==> config.mk <==
export PLATFORM = sky130hd
export DESIGN_NAME = stack_bus_upstream_arbiter_flat
export DESIGN_NICKNAME = d
export VERILOG_FILES = /design/src/rtl/stack_bus_upstream_arbiter_if.sv /design/src/rtl/stack_bus_upstream_arbiter.sv /design/src/flat_wrapper.sv
export SDC_FILE = /design/constraint.sdc
export NUM_CORES = 1
export LEC_CHECK = 0
export ABC_AREA = 1
export ABC_CLOCK_PERIOD_IN_PS = 4500
export BUFFER_PORTS_ARGS = -buffer_cell sky130_fd_sc_hd__buf_2
export CORE_AREA = 2 2 140 142
export CTS_CLUSTER_DIAMETER = 120
export DETAILED_ROUTE_END_ITERATION = 7
export DIE_AREA = 0 0 142 144
export PLACE_DENSITY = 0.61
export SYNTH_ARGS = -nofsm -noshare
export SYNTH_HDL_FRONTEND = slang
export SYNTH_SLANG_ARGS = --single-unit
==> constraint.sdc <==
create_clock -name clk -period 4.5 [get_ports clk]
set_clock_uncertainty 0.1 [all_clocks]
set_input_delay 0.675 -clock clk [delete_from_list [all_inputs] [get_ports clk]]
set_output_delay 0.675 -clock clk [all_outputs]
set_load 0.1 [all_outputs]
==> src/rtl/stack_bus_upstream_arbiter_if.sv <==
// Upstream stack-bus bundle: NUM_PORTS PE-side request lanes plus one shared manager-side lane.
// slave is the arbiter's view; master is the view of the PEs and manager around it.
interface stack_bus_upstream_arbiter_if #(
  parameter int NUM_PORTS  = 4,
  parameter int DATA_WIDTH = 64,
  parameter int CNTL_WIDTH = 2
);
  logic [NUM_PORTS-1:0]            req_valid;
  logic [NUM_PORTS*CNTL_WIDTH-1:0] req_cntl;
  logic [NUM_PORTS*DATA_WIDTH-1:0] req_data;
  logic [NUM_PORTS-1:0]            req_ready;
  logic                            out_valid;
  logic [CNTL_WIDTH-1:0]           out_cntl;
  logic [DATA_WIDTH-1:0]           out_data;
  logic                            out_ready;

  modport slave (
    input  req_valid, req_cntl, req_data, out_ready,
    output req_ready, out_valid, out_cntl, out_data
  );

  modport master (
    output req_valid, req_cntl, req_data, out_ready,
    input  req_ready, out_valid, out_cntl, out_data
  );
endinterface

==> src/rtl/stack_bus_upstream_arbiter.sv <==
// Packet-granular round-robin arbiter sharing one upstream stack-bus lane between
// NUM_PORTS PE requesters; the manager-side beat is fully registered.
module stack_bus_upstream_arbiter #(
  parameter int NUM_PORTS     = 4,
  parameter int DATA_WIDTH    = 64,
  parameter int CNTL_WIDTH    = 2,
  parameter int PORT_ID_WIDTH = 2
) (
  input  logic                         clk,
  input  logic                         reset_poweron,
  stack_bus_upstream_arbiter_if.slave  bus,
  output logic [PORT_ID_WIDTH-1:0]     grant_id,
  output logic                         busy,
  output logic [15:0]                  pkt_count,
  output logic                         err_protocol
);
  localparam int SOP_BIT = 0;
  localparam int EOP_BIT = 1;

  typedef enum logic {IDLE, XFER} state_t;

  state_t                   state_q, state_d;
  logic [PORT_ID_WIDTH-1:0] rr_ptr_q, rr_ptr_d;
  logic [PORT_ID_WIDTH-1:0] grant_id_q, grant_id_d;
  logic                     out_valid_q, out_valid_d;
  logic [CNTL_WIDTH-1:0]    out_cntl_q, out_cntl_d;
  logic [DATA_WIDTH-1:0]    out_data_q, out_data_d;
  logic [15:0]              pkt_count_q, pkt_count_d;
  logic                     err_q, err_d;
  logic                     first_beat_q, first_beat_d;

  logic [NUM_PORTS-1:0]     eligible;
  logic [NUM_PORTS-1:0]     bad_start;
  logic                     any_eligible;
  logic [PORT_ID_WIDTH-1:0] rr_winner;
  logic                     sel_valid;
  logic [CNTL_WIDTH-1:0]    sel_cntl;
  logic [DATA_WIDTH-1:0]    sel_data;
  logic                     lane_free;
  logic                     accept;
  logic [NUM_PORTS-1:0]     req_ready;
  logic [PORT_ID_WIDTH-1:0] next_ptr;

  always_comb begin
    eligible  = '0;
    bad_start = '0;
    for (int i = 0; i < NUM_PORTS; i++) begin
      eligible[i]  = bus.req_valid[i] &&  bus.req_cntl[i*CNTL_WIDTH + SOP_BIT];
      bad_start[i] = bus.req_valid[i] && !bus.req_cntl[i*CNTL_WIDTH + SOP_BIT];
    end
  end

  // Walk offsets from farthest to nearest so the port closest to rr_ptr is written last and wins.
  always_comb begin
    any_eligible = 1'b0;
    rr_winner    = rr_ptr_q;
    for (int k = NUM_PORTS - 1; k >= 0; k--) begin
      for (int i = 0; i < NUM_PORTS; i++) begin
        if (((int'(rr_ptr_q) + k) % NUM_PORTS) == i && eligible[i]) begin
          any_eligible = 1'b1;
          rr_winner    = PORT_ID_WIDTH'(i);
        end
      end
    end
  end

  always_comb begin
    sel_valid = 1'b0;
    sel_cntl  = '0;
    sel_data  = '0;
    for (int i = 0; i < NUM_PORTS; i++) begin
      if (grant_id_q == PORT_ID_WIDTH'(i)) begin
        sel_valid = bus.req_valid[i];
        sel_cntl  = bus.req_cntl[i*CNTL_WIDTH +: CNTL_WIDTH];
        sel_data  = bus.req_data[i*DATA_WIDTH +: DATA_WIDTH];
      end
    end
  end

  assign lane_free = !out_valid_q || bus.out_ready;
  assign accept    = (state_q == XFER) && sel_valid && lane_free;
  assign next_ptr  = (grant_id_q == PORT_ID_WIDTH'(NUM_PORTS - 1)) ? '0
                                                                    : grant_id_q + PORT_ID_WIDTH'(1);

  always_comb begin
    req_ready = '0;
    if (state_q == XFER) begin
      for (int i = 0; i < NUM_PORTS; i++) begin
        if (grant_id_q == PORT_ID_WIDTH'(i)) req_ready[i] = lane_free;
      end
    end
  end

  always_comb begin
    state_d      = state_q;
    rr_ptr_d     = rr_ptr_q;
    grant_id_d   = grant_id_q;
    out_valid_d  = out_valid_q;
    out_cntl_d   = out_cntl_q;
    out_data_d   = out_data_q;
    pkt_count_d  = pkt_count_q;
    err_d        = err_q;
    first_beat_d = first_beat_q;

    // The held beat drains in either state; a newly accepted beat overrides this below.
    if (bus.out_ready) out_valid_d = 1'b0;

    case (state_q)
      IDLE: begin
        if (|bad_start) err_d = 1'b1;
        if (any_eligible) begin
          grant_id_d   = rr_winner;
          first_beat_d = 1'b1;
          state_d      = XFER;
        end
      end
      XFER: begin
        if (accept) begin
          out_valid_d  = 1'b1;
          out_cntl_d   = sel_cntl;
          out_data_d   = sel_data;
          first_beat_d = 1'b0;
          if (!first_beat_q && sel_cntl[SOP_BIT]) err_d = 1'b1;
          if (sel_cntl[EOP_BIT]) begin
            state_d     = IDLE;
            rr_ptr_d    = next_ptr;
            pkt_count_d = pkt_count_q + 16'd1;
          end
        end
      end
      default: state_d = IDLE;
    endcase
  end

  always_ff @(posedge clk or posedge reset_poweron) begin
    if (reset_poweron) begin
      state_q      <= IDLE;
      rr_ptr_q     <= '0;
      grant_id_q   <= '0;
      out_valid_q  <= 1'b0;
      out_cntl_q   <= '0;
      out_data_q   <= '0;
      pkt_count_q  <= '0;
      err_q        <= 1'b0;
      first_beat_q <= 1'b0;
    end else begin
      state_q      <= state_d;
      rr_ptr_q     <= rr_ptr_d;
      grant_id_q   <= grant_id_d;
      out_valid_q  <= out_valid_d;
      out_cntl_q   <= out_cntl_d;
      out_data_q   <= out_data_d;
      pkt_count_q  <= pkt_count_d;
      err_q        <= err_d;
      first_beat_q <= first_beat_d;
    end
  end

  assign bus.req_ready = req_ready;
  assign bus.out_valid = out_valid_q;
  assign bus.out_cntl  = out_cntl_q;
  assign bus.out_data  = out_data_q;
  assign grant_id      = grant_id_q;
  assign busy          = (state_q == XFER);
  assign pkt_count     = pkt_count_q;
  assign err_protocol  = err_q;
endmodule

==> src/flat_wrapper.sv <==
// flat-port wrapper written by rule: the top's interface ports become plain ports
module stack_bus_upstream_arbiter_flat 
#(
  parameter int NUM_PORTS     = 4,
  parameter int DATA_WIDTH    = 64,
  parameter int CNTL_WIDTH    = 2,
  parameter int PORT_ID_WIDTH = 2
)
  (clk, reset_poweron, grant_id, busy, pkt_count, err_protocol, bus_req_valid, bus_req_cntl, bus_req_data, bus_out_ready, bus_req_ready, bus_out_valid, bus_out_cntl, bus_out_data);
  stack_bus_upstream_arbiter_if #(.NUM_PORTS(NUM_PORTS), .DATA_WIDTH(DATA_WIDTH), .CNTL_WIDTH(CNTL_WIDTH)) bus_i ();
  input  logic clk;
  input  logic reset_poweron;
  output logic [PORT_ID_WIDTH-1:0] grant_id;
  output logic busy;
  output logic [15:0] pkt_count;
  output logic err_protocol;
  input wire logic [$bits(bus_i.req_valid)-1:0] bus_req_valid;
  input wire logic [$bits(bus_i.req_cntl)-1:0] bus_req_cntl;
  input wire logic [$bits(bus_i.req_data)-1:0] bus_req_data;
  input wire logic [$bits(bus_i.out_ready)-1:0] bus_out_ready;
  output wire logic [$bits(bus_i.req_ready)-1:0] bus_req_ready;
  output wire logic [$bits(bus_i.out_valid)-1:0] bus_out_valid;
  output wire logic [$bits(bus_i.out_cntl)-1:0] bus_out_cntl;
  output wire logic [$bits(bus_i.out_data)-1:0] bus_out_data;
  assign bus_i.req_valid = bus_req_valid;
  assign bus_i.req_cntl = bus_req_cntl;
  assign bus_i.req_data = bus_req_data;
  assign bus_i.out_ready = bus_out_ready;
  assign bus_req_ready = bus_i.req_ready;
  assign bus_out_valid = bus_i.out_valid;
  assign bus_out_cntl = bus_i.out_cntl;
  assign bus_out_data = bus_i.out_data;
  stack_bus_upstream_arbiter #(.NUM_PORTS(NUM_PORTS), .DATA_WIDTH(DATA_WIDTH), .CNTL_WIDTH(CNTL_WIDTH), .PORT_ID_WIDTH(PORT_ID_WIDTH)) u_core (.clk(clk), .reset_poweron(reset_poweron), .bus(bus_i), .grant_id(grant_id), .busy(busy), .pkt_count(pkt_count), .err_protocol(err_protocol));
endmodule
==> metrics.txt, run 1 <==
sequential-to-total area share from yosys stat=37.9%; buffers inserted during post-CTS setup optimization=0; most used flip-flop cell after synthesis=sky130_fd_sc_hd__dfrtp_1; Core Footprint=19100 um2; post-CTS sizing=0; worst setup timing slack at the placement stage=1.48 ns; slew at the pin closest to its max-slew limit=0.821 ns; largest net degree at the start of global routing=72; number of slew-limit violations in the final report=0; Via Count=7021; library cell used as clock root buffer=sky130_fd_sc_hd__clkbuf_16; H-tree depth reported by CTS=3; TritonCTS Sinks=90; setup repair after global routing missed its margin=false; height of the chip=144 um; Syn Nets=1132; vias in the first global route=6325; Synth top area share=37.9%; start-to-end type of the worst setup path=reg -> out; Async SR Flop Fraction=100%; antenna violations before repair=0; most common cell in the synthesized netlist=sky130_fd_sc_hd__nand2_1; gpl congestion=0.859; endpoint of the worst-slack reg-to-reg timing path=u_core.err_protocol; antenna cell count=0; Yosys reg bits=90; worst slew margin relative to its limit=45.3%; number of buffers created by CTS=9; die width=142 um; Avg Cell Area, Syn=6.95 um2; Total Die Area=20400 um2; worst hold-check path type=in -> async; Period Utilization, post-route=68.9%; all-layer global routing usage=20.4%; Req. time, crit path=3.72 ns; cts hold-fix bufs=0; Area contributors post-synth=sky130_fd_sc_hd__dfrtp_1 38%, sky130_fd_sc_hd__nand2_1 15%, sky130_fd_sc_hd__o21ai_0 11%; post-layout net count=1450; wire length of the first global-routing pass=32700 um; Gate Count Post-Synth=856; final antenna-violating net count=0; maximum frequency from static timing analysis=0.322 GHz; number of enable flip-flop cells after synthesis=0; final worst slack=1.40 ns; initial standard-cell utilization of the core=31.2%; total number of placement rows=51; yosys synthesis warning count=0; setup violators final=0; library cell occupying the most area in the post-synthesis netlist=sky130_fd_sc_hd__dfrtp_1; count of unique library cells instantiated by Yosys=33; placed wire-length estimate after detailed placement=16200 um; startpoint type of the worst setup path=flop; CP arrival=2.33 ns; largest buffer count on any clock path=2; reg-to-reg startpoint=u_core.grant_id[1]; cell types with the highest counts after synthesis=242 x sky130_fd_sc_hd__nand2_1, 133 x sky130_fd_sc_hd__o21ai_0, 90 x sky130_fd_sc_hd__dfrtp_1, 74 x sky130_fd_sc_hd__nand3_1, 70 x sky130_fd_sc_hd__a21oi_1; Crit Path Max Fanout=63; average via count per standard cell=4.95; clk_lat worst skew=0.34 ns; outcome=completed; Worst R2R Setup Slack=1.46 ns; IO Pins=362; DRC viols=0; cell area after layout=8180 um2; summed instance area of the synthesized netlist=5950 um2; max capacitance violation total=0; Routed WL per cell=15.6 um; final number of hold-violating endpoints=0; Detailed Route WL=22200 um; area overhead of the layout relative to synthesis=37.6%; number of detailed-route iterations in the first pass=5; Reg2Reg Depth=11; TritonCTS clock tree=yes; post-route minimum period=3.10 ns; fraction of final layout cells sized beyond drive strength 1=33.8%; clock input transition at the sequential cells of the worst setup and hold paths=0.07 ns; GR Overflow Total=0; IO buf count=361; worst hold slack across all endpoints=0.367 ns; instance area at placement=7870 um2; Setup TNS=0 ns; kind of end point of the critical path=output port; First DRT Iteration DRCs=317
[worst max path at each step]
| stage | start | end | slack [ns] |
|---|---|---|---|
| after floorplan | u_core.grant_id[0] | bus_req_ready[3] | 0.68 |
| after global placement | u_core.grant_id[1] | u_core.err_protocol | 1.61 |
| after detailed placement | u_core.grant_id[1] | u_core.err_protocol | 1.48 |
| after CTS | u_core.grant_id[0] | bus_req_ready[3] | 1.37 |
| after global routing | u_core.grant_id[0] | u_core.err_protocol | 1.18 |
| final | u_core.grant_id[0] | bus_req_ready[3] | 1.40 |
[per-layer routing]
metal / track usage, % / wire [um]
met1: 25.2 / 9510
met5: 0 / 0
met4: 6.95 / 405
met2: 35.2 / 10700
met3: 4.37 / 1510
[worst max-delay path, cell delays in order (launching register included)]
cell and delay [ns]:
sky130_fd_sc_hd__dfrtp_1 0.41, sky130_fd_sc_hd__ha_1 0.27, sky130_fd_sc_hd__clkinv_2 0.56, sky130_fd_sc_hd__nor2_1 0.28, sky130_fd_sc_hd__buf_2 0.46
[registers in the layout, indices dropped and copies added, names as in the netlist]
name                  count
u_core.bus.out_data      64
u_core.pkt_count         16
u_core.bus.out_cntl       2
u_core.grant_id           2
u_core.rr_ptr_q           2
u_core.bus.out_valid      1
u_core.busy               1
u_core.err_protocol       1
u_core.first_beat_q       1
[kinds of logic after synthesis]
logic type | count (synthesis) | share of synthesized area [%]
XOR/XNOR | 14 | 2.06
AO/OA/AOI/OAI | 282 | 26.8
adder cells (fa/ha/maj) | 5 | 1.05
buffers and inverters | 104 | 6.90
AND/OR/NAND/NOR | 361 | 25.3
flip-flops | 90 | 37.9
[placed cells by master (no fill, tap or decap), drive strengths merged, types with 6 or more instances in the layout]
| cell type | count |
|---|---|
| a21oi | 70 |
| buf | 370 |
| clkbuf | 13 |
| dfrtp | 90 |
| inv | 40 |
| nand2 | 244 |
| nand3 | 74 |
| nor2 | 32 |
| nor3 | 6 |
| o21a | 64 |
| o21ai | 141 |
| xor2 | 9 |
[area by class of cell]
type	instances	area, um2
repair buffers	370	1870
multi-input cells	662	3290
fillers	2036	10900
clock inverters	3	46.3
clock buffers	13	260
inverters	41	158
flip-flops and latches	90	2250
well taps	238	298
[through the flow]
step | util [%] | std cells
after global routing | 42.9 | 1417
after CTS | 42.9 | 1417
after global placement | 41.3 | 1401
after detailed placement | 41.3 | 1401
final | 42.9 | 1417
after floorplan | - | 856
Power of run 1 is not shown: default switching activity piles up to over one toggle a cycle in this logic, so the estimate is an artifact.
==> run 2: changes to the inputs <==
--- a/config.mk
+++ b/config.mk
@@ -6,13 +6,13 @@
 export NUM_CORES = 1
 export LEC_CHECK = 0
 export ABC_AREA = 1
-export ABC_CLOCK_PERIOD_IN_PS = 4500
+export ABC_CLOCK_PERIOD_IN_PS = 2740
 export BUFFER_PORTS_ARGS = -buffer_cell sky130_fd_sc_hd__buf_2
-export CORE_AREA = 2 2 140 142
+export CORE_AREA = 2 2 141 143
 export CTS_CLUSTER_DIAMETER = 120
 export DETAILED_ROUTE_END_ITERATION = 7
-export DIE_AREA = 0 0 142 144
-export PLACE_DENSITY = 0.61
+export DIE_AREA = 0 0 143 145
+export PLACE_DENSITY = 0.62
 export SYNTH_ARGS = -nofsm -noshare
 export SYNTH_HDL_FRONTEND = slang
 export SYNTH_SLANG_ARGS = --single-unit
==> constraint.sdc (replaced) <==
create_clock -name clk -period 2.74 [get_ports clk]
set_clock_uncertainty 0.1 [all_clocks]
set_input_delay 0.411 -clock clk [delete_from_list [all_inputs] [get_ports clk]]
set_output_delay 0.411 -clock clk [all_outputs]
set_load 0.1 [all_outputs]
==> metrics.txt, run 2 (synthesis results as in run 1) <==
GR Overflow Total=0 (unchanged); library cell used as clock root buffer=sky130_fd_sc_hd__clkbuf_16; TritonCTS Sinks=90 (unchanged); Largest register FFs=64 (unchanged); die width=143 um (+0.70%); initial standard-cell utilization of the core=31.0% (-0.21 points); TritonCTS clock tree=yes; reg-to-reg startpoint=u_core.grant_id[0]; worst setup path start=u_core.grant_id[0]; post-layout net count=1460 (+0.69%); average via count per standard cell=4.89 (-1.3%); Worst path most repeated cell=sky130_fd_sc_hd__inv_1; Post-Place Cells=1438 (+2.6%); IO buf count=361 (unchanged); worst hold-check path type=in -> async; number of fill cells in the layout=2041 (+0.25%); ordered cell list for the critical path=inv_1 > ha_2 > buf_4 > inv_1 > nor2_4 > buf_12; outcome=completed; worst-path cell with the longest stage delay=sky130_fd_sc_hd__dfrtp_2; endpoint of the worst-slack reg-to-reg timing path=u_core.bus.out_data[12]; post-CTS sizing=0 (unchanged); Via Count=7110 (+1.3%); Slowest Stage Delay on Critical Path=0.44 ns (-0.12 ns); number of buffers created by CTS=9 (unchanged); number of slew-limit violations in the final report=0 (unchanged); final antenna-violating net count=0 (unchanged); CP arrival=1.94 ns (-0.39 ns); number of detailed-route iterations in the first pass=5 (unchanged); buffers inserted during post-CTS setup optimization=0 (unchanged); vias in the first global route=6616 (+4.6%); max capacitance violation total=0 (unchanged); post-layout util=43.8% (+0.89 points); setup repair after global routing missed its margin=false; largest net degree at the start of global routing=91 (+26%); post-route non-filler standard cell count=1454 (+2.6%); final worst slack=0.287 ns (-1.11 ns); largest buffer count on any clock path=2 (unchanged); wire length of the first global-routing pass=34300 um (+4.9%); fraction of final layout cells sized beyond drive strength 1=35.0% (+1.2 points); start-to-end type of the worst setup path=reg -> out; slew at the pin closest to its max-slew limit=0.586 ns (-0.235 ns); Req. time, crit path=2.23 ns (-1.49 ns); gpl congestion=0.880 (+2.5%); kind of end point of the critical path=output port; commonest non-fill, non-tap cell in the layout=sky130_fd_sc_hd__buf_2; H-tree depth reported by CTS=3 (unchanged); Worst R2R Setup Slack=0.54 ns (-0.92 ns); Total Die Area=20700 um2 (+1.4%); Reg2Reg Depth=10 (-1); clock input transition at the sequential cells of the worst setup and hold paths=0.07 ns (about the same); First DRT Iteration DRCs=322 (+1.6%); IO Pins=362 (unchanged); antenna violations before repair=4 (+4); Core Footprint=19200 um2 (+0.67%); Routed WL per cell=15.3 um (-1.9%); Crit Path Max Fanout=33 (-48%); setup violators final=0 (unchanged); startpoint type of the worst setup path=flop; height of the chip=145 um (+0.69%); area overhead of the layout relative to synthesis=41.4%; all-layer global routing usage=20.8% (+0.45 points); total number of placement rows=51 (unchanged); antenna cell count=0 (unchanged); worst setup timing slack at the placement stage=0.554 ns (-0.930 ns); Detailed Route WL=22300 um (+0.62%); leading cell types in the layout, fill and taps excluded=358 x sky130_fd_sc_hd__buf_2, 242 x sky130_fd_sc_hd__nand2_1, 133 x sky130_fd_sc_hd__o21ai_0, 88 x sky130_fd_sc_hd__dfrtp_1, 74 x sky130_fd_sc_hd__nand3_1; placed wire-length estimate after detailed placement=16900 um (+4.5%); Setup TNS=0 ns (unchanged); post-route minimum period=2.45 ns; cts hold-fix bufs=0 (unchanged); DRC viols=0 (unchanged); maximum frequency from static timing analysis=0.408 GHz; worst slew margin relative to its limit=60.9% (+16 points); Period Utilization, post-route=89.5%; clk_lat worst skew=0.34 ns (about the same); final number of hold-violating endpoints=0 (unchanged)
## run 2: area by class of cell
type	instances	area, um2	share of cell area (%)
sequential	90	2250	26.8
clock inverter	7	75.1	0.893
clock buffer	9	225	2.68
tap	265	332	3.94
multi-input combinational	662	3320	39.4
inverter	41	159	1.89
timing repair buffer	380	2040	24.3
## run 2: stage by stage
stage	cell area [um2]	hold WS [ns]
2_1_floorplan	5980	0.374
3_3_place_gp	8110	0.367
3_5_place_dp	8110	0.364
4_1_cts	8410	0.113
5_1_grt	8410	0.138
6_report	8410	0.0920
## run 2: worst max path at each step
stage / cells past startpoint / endpoint
after floorplan: 2 / bus_req_ready[1]
after CTS: 6 / bus_req_ready[0]
after global routing: 6 / bus_req_ready[0]
after detailed placement: 10 / u_core.err_protocol
after global placement: 7 / bus_req_ready[3]
final: 6 / bus_req_ready[0]
## run 2: worst max-delay path: cells and delay by family, from the launching register on
| family | cells | cell delay (ns) |
|---|---|---|
| adder cells (fa/ha/maj) | 1 | 0.22 |
| buffers and inverters | 4 | 0.80 |
| flip-flops | 1 | 0.44 |
| AND/OR/NAND/NOR | 1 | 0.12 |
## run 2: metal layers
layer  vias to the layer above  share of wire, %  track usage [%]
li1                       3529                 -                -
met1                      3216                42             27.1
met2                       322                46             33.6
met3                        39               9.3             5.25
met4                         4               2.2             6.83
met5                         -              0.12                0
Power of run 2 is left out for the same reason.
==> run 3: changes to the inputs <==
==> constraint.sdc (replaced) <==
create_clock -name clk -period 2.74 [get_ports clk]
set_clock_uncertainty 0.1 [all_clocks]
set_input_delay 0.411 -clock clk [delete_from_list [all_inputs] [get_ports clk]]
set_output_delay 0.411 -clock clk [all_outputs]
set_load 0.01 [all_outputs]
==> metrics.txt, run 3 (synthesis results as in run 1) <==
worst setup path start=u_core.grant_id[0]; CP arrival=2.59 ns (+0.65 ns); all-layer global routing usage=20.5% (-0.30 points); Setup TNS=0 ns (unchanged); vias in the first global route=6456 (-2.4%); largest net degree at the start of global routing=133 (+46%); Period Utilization, post-route=90.1% (+0.59 points); Req. time, crit path=2.86 ns (+0.63 ns); gpl congestion=0.883 (+0.33%); GR Overflow Total=0 (unchanged); kind of end point of the critical path=flop; max capacitance violation total=0 (unchanged); Power Density=1160 nW/um2; worst hold-check path type=in -> async; Via Count=7006 (-1.5%); net switching fraction of the power=47.9%; TritonCTS Sinks=90 (unchanged); IO Pins=362 (unchanged); Comb pwr share=63.2%; IO buf count=361 (unchanged); reg-to-reg startpoint=u_core.grant_id[0]; final antenna-violating net count=0 (unchanged); die width=143 um (unchanged); initial standard-cell utilization of the core=31.0% (unchanged); H-tree depth reported by CTS=3 (unchanged); library cell used as clock root buffer=sky130_fd_sc_hd__clkbuf_16; number of slew-limit violations in the final report=0 (unchanged); slew at the pin closest to its max-slew limit=0.599 ns (+0.0132 ns); Total Die Area=20700 um2 (unchanged); post-layout net count=1455 (-0.34%); final number of hold-violating endpoints=0 (unchanged); total number of placement rows=51 (unchanged); largest buffer count on any clock path=2 (unchanged); clk_lat worst skew=0.34 ns (about the same); post-route minimum period=2.47 ns (+0.0161 ns); Crit Path Max Fanout=29 (-12%); fraction of final layout cells sized beyond drive strength 1=34.0% (-0.95 points); Post-Place Cells=1433 (-0.35%); TritonCTS clock tree=yes; height of the chip=145 um (unchanged); post-CTS sizing=0 (unchanged); largest vdd supply drop=629 uV; number of detailed-route iterations in the first pass=7 (+2); Clock power frac=13.3%; area overhead of the layout relative to synthesis=39.6%; Net Sw Power=4.62 mW; Routed WL per cell=15.2 um (-0.78%); endpoint of the worst-slack reg-to-reg timing path=u_core.pkt_count[15]; outcome=completed; Core Footprint=19200 um2 (unchanged); post-route non-filler standard cell count=1452 (-0.14%); total leakage power=4.20 nW; placed wire-length estimate after detailed placement=16700 um (-1.3%); First DRT Iteration DRCs=399 (+24%); design internal power=5.02 mW; Detailed Route WL=22100 um (-0.92%); leading cell types in the layout, fill and taps excluded=361 x sky130_fd_sc_hd__buf_2, 242 x sky130_fd_sc_hd__nand2_1, 133 x sky130_fd_sc_hd__o21ai_0, 90 x sky130_fd_sc_hd__dfrtp_1, 74 x sky130_fd_sc_hd__nand3_1; setup repair after global routing missed its margin=false; wire length of the first global-routing pass=33500 um (-2.4%); Largest register FFs=64 (unchanged); start-to-end type of the worst setup path=reg -> reg; Worst R2R Setup Slack=0.27 ns (-0.27 ns); startpoint type of the worst setup path=flop; average via count per standard cell=4.83 (-1.3%); clock input transition at the sequential cells of the worst setup and hold paths=0.07 ns (about the same); cts hold-fix bufs=0 (unchanged); maximum frequency from static timing analysis=0.405 GHz (-0.65%); Reg2Reg Depth=12 (+2); antenna violations before repair=3 (-1); worst slew margin relative to its limit=60.1% (-0.88 points); number of buffers created by CTS=9 (unchanged); commonest non-fill, non-tap cell in the layout=sky130_fd_sc_hd__buf_2; buffers inserted during post-CTS setup optimization=0 (unchanged); fraction of power consumed by sequential logic=23.5%; setup violators final=0 (unchanged); instance area at placement=7980 um2 (-1.5%); cell area after layout=8300 um2 (-1.3%); DRC viols=0 (unchanged)
## run 3: critical path: stages, from the launching register on
cell and delay [ns]:
sky130_fd_sc_hd__dfrtp_1 0.43, sky130_fd_sc_hd__inv_1 0.12, sky130_fd_sc_hd__ha_2 0.23, sky130_fd_sc_hd__inv_2 0.07, sky130_fd_sc_hd__buf_4 0.27, sky130_fd_sc_hd__o21ai_0 0.14, sky130_fd_sc_hd__o21ai_1 0.22, sky130_fd_sc_hd__nand2_4 0.14
sky130_fd_sc_hd__nor3_4 0.18, sky130_fd_sc_hd__nand2_2 0.09, sky130_fd_sc_hd__nor2_2 0.12, sky130_fd_sc_hd__nand3_1 0.10, sky130_fd_sc_hd__xnor2_1 0.13
## run 3: how the worst max path moves through the flow
stage / to / slack, ns / cells past startpoint
after floorplan: u_core.pkt_count[15] / 0.57 / 12
after detailed placement: u_core.pkt_count[15] / 0.27 / 12
after global routing: u_core.pkt_count[12] / 0.08 / 11
after CTS: u_core.pkt_count[15] / 0.27 / 12
final: u_core.pkt_count[15] / 0.27 / 12
after global placement: u_core.pkt_count[15] / 0.37 / 12
## run 3: layout make-up
type / count / area (um2)
tap: 265 / 332
antenna: 3 / 7.51
fill: 2018 / 10900
sequential: 90 / 2250
clock inverter: 3 / 47.5
inverter: 41 / 159
timing repair buffer: 375 / 1950
multi-input combinational: 662 / 3290
clock buffer: 13 / 260
## run 3: per-stage QoR
stage	power [mW]	setup slack [ns]	hold slack, ns	util, %
6_report	9.64	0.271	0.0653	43.2
5_1_grt	10.6	0.0779	0.142	43.2
4_1_cts	9.77	0.267	0.117	43.2
3_5_place_dp	8.44	0.273	0.354	41.6
3_3_place_gp	8.33	0.367	0.355	41.6
2_1_floorplan	6.52	0.569	0.374	-
## run 3: per-layer routing
| metal | up-vias | share of wire [%] | global-route usage (%) | routed length [um] |
|---|---|---|---|---|
| li1 | 3531 | - | - | - |
| met1 | 3160 | 42 | 25.7 | 9290 |
| met2 | 290 | 47 | 34.5 | 10400 |
| met3 | 25 | 8.7 | 5.15 | 1910 |
| met4 | 0 | 2.0 | 6.39 | 438 |
| met5 | - | 0 | 0 | 0 |
## run 3: power by group through the flow
stage	Combinational (mW)	Sequential [mW]	Clock [mW]
floorplan	4.00	2.52	0
global placement	6.06	2.27	0
detailed placement	6.14	2.29	0
CTS	6.16	2.27	1.33
global route	6.89	2.34	1.39
finish	6.09	2.27	1.28
No activity file was read; power rests on OpenSTA's default activity.
